[src/rtl/text_normalizer.sv]
// Character-stream conditioning stage: strips '#' comments, folds case, collapses
// whitespace to one space, drops non-printables, and buffers the result in a FIFO.
module text_normalizer #(
  parameter int DEPTH = 4
) (
  input  logic        clk,
  input  logic        reset,
  input  logic        in_valid,
  input  logic [7:0]  in,
  output logic        in_ready,
  output logic        out_valid,
  output logic [7:0]  out,
  input  logic        out_ready,
  output logic [15:0] emit_count
);
  localparam int AW = (DEPTH > 1) ? $clog2(DEPTH) : 1;
  localparam logic [AW:0] L_FULL = (AW+1)'(DEPTH);

  typedef enum logic {S_TEXT, S_COMMENT} state_t;

  state_t          r_state, w_state_nxt;
  logic            r_last_space, w_ls_nxt;
  logic [7:0]      r_mem [DEPTH];
  logic [AW-1:0]   r_wptr, r_rptr;
  logic [AW:0]     r_occ;
  logic [15:0]     r_emit;

  logic            w_accept, w_push, w_pop;
  logic            w_is_space, w_is_hash, w_is_char;
  logic [7:0]      w_char, w_wdata;

  // Reset gates the handshake so a byte offered in the reset cycle is never taken.
  assign in_ready   = !reset && (r_occ < L_FULL);
  assign out_valid  = (r_occ != '0);
  assign out        = out_valid ? r_mem[r_rptr] : 8'h00;
  assign emit_count = r_emit;
  assign w_accept   = in_valid && in_ready;
  assign w_pop      = out_valid && out_ready;

  always_comb begin
    w_is_space = (in == 8'h0A) || (in == 8'h0D) || (in == 8'h09) || (in == 8'h20);
    w_is_hash  = (in == 8'h23);
    w_is_char  = !w_is_hash && (in >= 8'h21) && (in <= 8'h7E);
    w_char     = ((in >= 8'h41) && (in <= 8'h5A)) ? (in + 8'h20) : in;
  end

  always_comb begin
    w_state_nxt = r_state;
    w_push      = 1'b0;
    w_wdata     = 8'h20;
    w_ls_nxt    = r_last_space;
    if (w_accept) begin
      case (r_state)
        S_TEXT: begin
          if (w_is_hash) begin
            w_state_nxt = S_COMMENT;
          end else if (w_is_space) begin
            if (!r_last_space) begin
              w_push   = 1'b1;
              w_ls_nxt = 1'b1;
            end
          end else if (w_is_char) begin
            w_push   = 1'b1;
            w_wdata  = w_char;
            w_ls_nxt = 1'b0;
          end
        end
        S_COMMENT: begin
          // Only LF ends a comment; it stands in for the whitespace the comment replaced.
          if (in == 8'h0A) begin
            w_state_nxt = S_TEXT;
            if (!r_last_space) begin
              w_push   = 1'b1;
              w_ls_nxt = 1'b1;
            end
          end
        end
        default: w_state_nxt = S_TEXT;
      endcase
    end
  end

  always_ff @(posedge clk) begin
    if (reset) begin
      r_state      <= S_TEXT;
      r_last_space <= 1'b1;
      r_wptr       <= '0;
      r_rptr       <= '0;
      r_occ        <= '0;
      r_emit       <= '0;
    end else begin
      r_state      <= w_state_nxt;
      r_last_space <= w_ls_nxt;
      if (w_push) r_wptr <= r_wptr + 1'b1;
      if (w_pop)  r_rptr <= r_rptr + 1'b1;
      case ({w_push, w_pop})
        2'b10:   r_occ <= r_occ + 1'b1;
        2'b01:   r_occ <= r_occ - 1'b1;
        default: r_occ <= r_occ;
      endcase
      if (w_push && (r_emit != 16'hFFFF)) r_emit <= r_emit + 16'd1;
    end
  end

  always_ff @(posedge clk) begin
    if (w_push) r_mem[r_wptr] <= w_wdata;
  end
endmodule

[config.mk]
export PLATFORM = sky130hd
export DESIGN_NAME = text_normalizer
export DESIGN_NICKNAME = d
export VERILOG_FILES = /design/src/rtl/text_normalizer.sv
export SDC_FILE = /design/constraint.sdc
export NUM_CORES = 1
export LEC_CHECK = 0
export BUFFER_PORTS_ARGS = -buffer_cell sky130_fd_sc_hd__buf_2
export CELL_PAD_IN_SITES_DETAIL_PLACEMENT = 0
export CELL_PAD_IN_SITES_GLOBAL_PLACEMENT = 1
export CORE_ASPECT_RATIO = 1.25
export CORE_MARGIN = 2
export CORE_UTILIZATION = 28
export DETAILED_ROUTE_END_ITERATION = 10
export GPL_TIMING_DRIVEN = 0
export PLACE_DENSITY = 0.5
export SETUP_SLACK_MARGIN = 0.02
export SYNTH_ARGS = -nofsm -noshare
export SYNTH_HDL_FRONTEND = slang
export SYNTH_SLANG_ARGS = --single-unit
[constraint.sdc]
create_clock -name clk -period 5.21 [get_ports clk]
set_input_delay 1.042 -clock clk [delete_from_list [all_inputs] [get_ports clk]]
set_output_delay 1.042 -clock clk [all_outputs]
set_load 0.005 [all_outputs]
==> run_results.csv <==
group,metric,value,unit
run_status,status,"finished, final reports clean",
worst_setup_path,cp_slowest_cell,"nor4_2",
timing,fmax,256,MHz
floorplanning,start_util,28.7,%
cts,ctsHoldBuffers,0,
cts,cts_tree,"done",
yosys,avgSynthCellArea,11.6,sq um
global_route,grt_remaining_overflow,0,
worst_setup_path,cp-start-kind,"input pin",
job,maxCapViolations,0,
worst_setup_path,slowest_delay,0.41,ns
floorplanning,io_pins,38,
global_route,met2_usage,21.1,%
worst_hold_path,min_path_type,"flip-flop to flip-flop",
cts,cts_max_path_buffers,2,
timing,setup_ws,1.31,ns
route,firstDrtPassIters,4,
global_route,grt_usage,12.9,%
yosys,ys.flop_type,"edfxtp_1",
power,power.leakage,1.27,nW
worst_setup_path,startpoint,"in[4]",
yosys,yosys.area_share.xor_xnor,1.52,%
yosys,yosysWarningCount,0,
global_route,use_met3,3.14,%
timing,rsz0062_at_grt,"no",
worst_setup_path,worstReg2RegStart,"r_occ[2]$_SDFFE_PP0P_",
cells_and_area,area_growth,22.2,%
yosys,synth_top_family_by_area,"simple AND/OR/NAND/NOR gates",
route,drt_iter0_markers,53,
worst_setup_path,r2r-end,"r_occ[2]$_SDFFE_PP0P_",
worst_setup_path,crit_top_cell,"buf_2",
yosys,synth-simple-area-share,20.9,%
cells_and_area,nets,319,
cts,cts_max_level,3,
timing,clock_skew,0.00450,ns
global_route,grt_max_degree,12,
yosys,syn_nets,271,
timing,min_period,3.90,ns
floorplanning,core,10100,sq um
yosys,synth_fa_ha_area_share,4.16,%
timing,tightest_slew,0.678,ns
worst_hold_path,holdCritStartpoint,"emit_count[1]$_SDFFE_PP0P_",
yosys,syn_inst,250,
cts,cts_made_buffers,9,
cells_and_area,drive_gt1_share,23.4,%
timing,drv_slew,0,
power,p_per_area,355,nW/um^2
floorplanning,die_w,94.9,um
worst_setup_path,path_buf_inv,5,
worst_setup_path,cp.required,5.46,ns
global_route,grt_first_pass_wirelength,10800,um
yosys,synth_mux_area_share,7.32,%
worst_setup_path,rr_worst_depth,13,
worst_hold_path,hold_path_end,"emit_count[1]$_SDFFE_PP0P_",
route,detail_route.vias_per_cell,4.96,
cells_and_area,mostFrequentLayoutCells,"38 x buf_2, 32 x edfxtp_1, 27 x dfxtp_1",
yosys,synth_compound_area_share,11.3,%
placement,gp_congestion,0.699,
cts,path_clk_slew,0.05,ns
global_route,antenna_found_initial,0,
floorplanning,die_h,118,um
floorplanning,die_area,11200,sq um
worst_setup_path,worstPathArrival,4.15,ns
route,wirelength,6710,um
cts,insertion_delay,0.32,ns
route,ant_nets,0,
cts,postCtsSetupBuffers,0,
placement,port-buffer-count,37,
route,wl_per_cell,15.5,um
worst_setup_path,endpoint_kind,"flip-flop",
cts,cts_num_sinks,59,
placement,dp_hpwl,4640,um
worst_setup_path,crit_fanout,10,
power,ir_drop,0.168,mV
timing,hold_viol_final,0,
global_route,met1_usage,16.2,%
placement,preCtsSetupSlack,0.939,ns
worst_setup_path,regToRegSetupSlack,2.18,ns
cts,cts_root_buf,"clkbuf_16",
yosys,syn_area,2890,sq um
worst_setup_path,crit_family,"simple AND/OR/NAND/NOR gates",
yosys,synth-seq-cells,59,
cells_and_area,diodes,0,
yosys,ys_async_sr_fraction,0,%
route,num_vias,2141,
route,drc,0,
timing,period_share,74.9,%
worst_setup_path,critical_path_class,"input pin to flip-flop",
cts,cts_resized,0,
timing,setup_viol,0,
yosys,yosysSeqAreaShare,52.0,%
timing,finalSetupTns,0,ns
global_route,grt_pass1_vias,2071,
worst_hold_path,whs_path_depth,2,
timing,maxSlewHeadroom,54.8,%
worst_setup_path,path_cells,"buf_2 > nor4_2 > o211ai_1 > and2_0 > a22o_4 > inv_2 > buf_6 > buf_2 > ha_1 > inv_1 > fa_1 > xor2_1 > or3_1 > a21oi_1",
global_route,grt-busiest-layer,"met2",
floorplanning,std_cell_rows,41,
yosys,synth_cell_types,49,
cells_and_area,final_common_cell,"buf_2",
yosys,synth_edf_count,32,
cell usage after synthesis (2+ instances only):
cell	number	area (sq um)
dfxtp_1	27	541
edfxtp_1	32	961
o211ai_1	2	15.0
nor3b_1	2	15.0
nand4_1	5	31.3
nor2b_1	3	18.8
nor2_1	13	48.8
xnor2_1	2	17.5
nand3_1	7	35.0
and2_1	17	106
a41oi_1	2	17.5
nand2_1	11	41.3
or4_1	7	52.6
buf_1	2	7.51
mux2i_1	2	20.0
ha_1	8	100
and3_1	8	50.1
or3_1	8	50.1
and4_1	5	43.8
a21oi_1	19	95.1
inv_1	8	30.0
clkbuf_1	7	26.3
xor2_1	3	26.3
o21ai_0	11	55.1
o31ai_1	8	60.1
mux4_2	8	180
per-layer routing:
metal	vias to the layer above	routed length [um]
li1	1062	-
met1	1029	3040
met2	41	3310
met3	9	236
met4	0	125
met5	-	0
registers in the layout, summed over array words and instances (netlist names), named ones only:
signal / count
r_occ: 3
r_state: 1
r_mem: 32
emit_count: 16
r_last_space: 1
r_rptr: 2
r_wptr: 2
cell families (layout without fill, tap and decap cells):
logic type               after synthesis  in the layout
AND/OR/NAND/NOR                       96             96
XOR/XNOR                               5              5
flip-flops                            59             59
multiplexers                          11             11
AO/OA/AOI/OAI                         50             50
buffers and inverters                 20             73
adder cells (fa/ha/maj)                9              9
area by class of cell:
class	instances	area [sq um]
Fill cell	1075	6520
Sequential cell	59	1500
Multi-Input combinational cell	171	1300
Clock buffer	10	229
Timing Repair Buffer	37	185
Tap cell	129	161
Clock inverter	6	66.3
Buffer	11	50.0
Inverter	9	33.8
metrics by stage:
step / utilization, % / hold WS [ns] / area (sq um) / power, mW / cells
after global placement: 32.2 / 0.500 / 3240 / 0.691 / 416
after global routing: 35.1 / 0.538 / 3530 / 1.32 / 432
after floorplan: - / 0.472 / 2890 / 0.632 / 250
final: 35.1 / 0.507 / 3530 / 1.25 / 432
after detailed placement: 32.2 / 0.501 / 3240 / 0.693 / 416
after CTS: 35.1 / 0.510 / 3530 / 1.28 / 432
worst min-delay path, delay by kind of cell, from the launching register on:
kind	cells	cell delay, ns
flip-flops	1	0.32
AO/OA/AOI/OAI	2	0.13
power breakdown:
group          internal (mW)  switching [mW]
clock                  0.370           0.209
sequential             0.503         0.00883
combinational         0.0776          0.0869
total                  0.950           0.305
worst max-delay path by stage:
stage	endpoint	slack (ns)	cells past startpoint
after floorplan	r_occ[2]$_SDFFE_PP0P_	1.55	13
final	r_occ[2]$_SDFFE_PP0P_	1.31	14
after detailed placement	r_occ[2]$_SDFFE_PP0P_	0.94	14
after global routing	r_occ[2]$_SDFFE_PP0P_	1.0	14
after global placement	r_occ[2]$_SDFFE_PP0P_	0.94	14
after CTS	r_occ[2]$_SDFFE_PP0P_	1.26	14
Power figures use the tool's default switching activity.
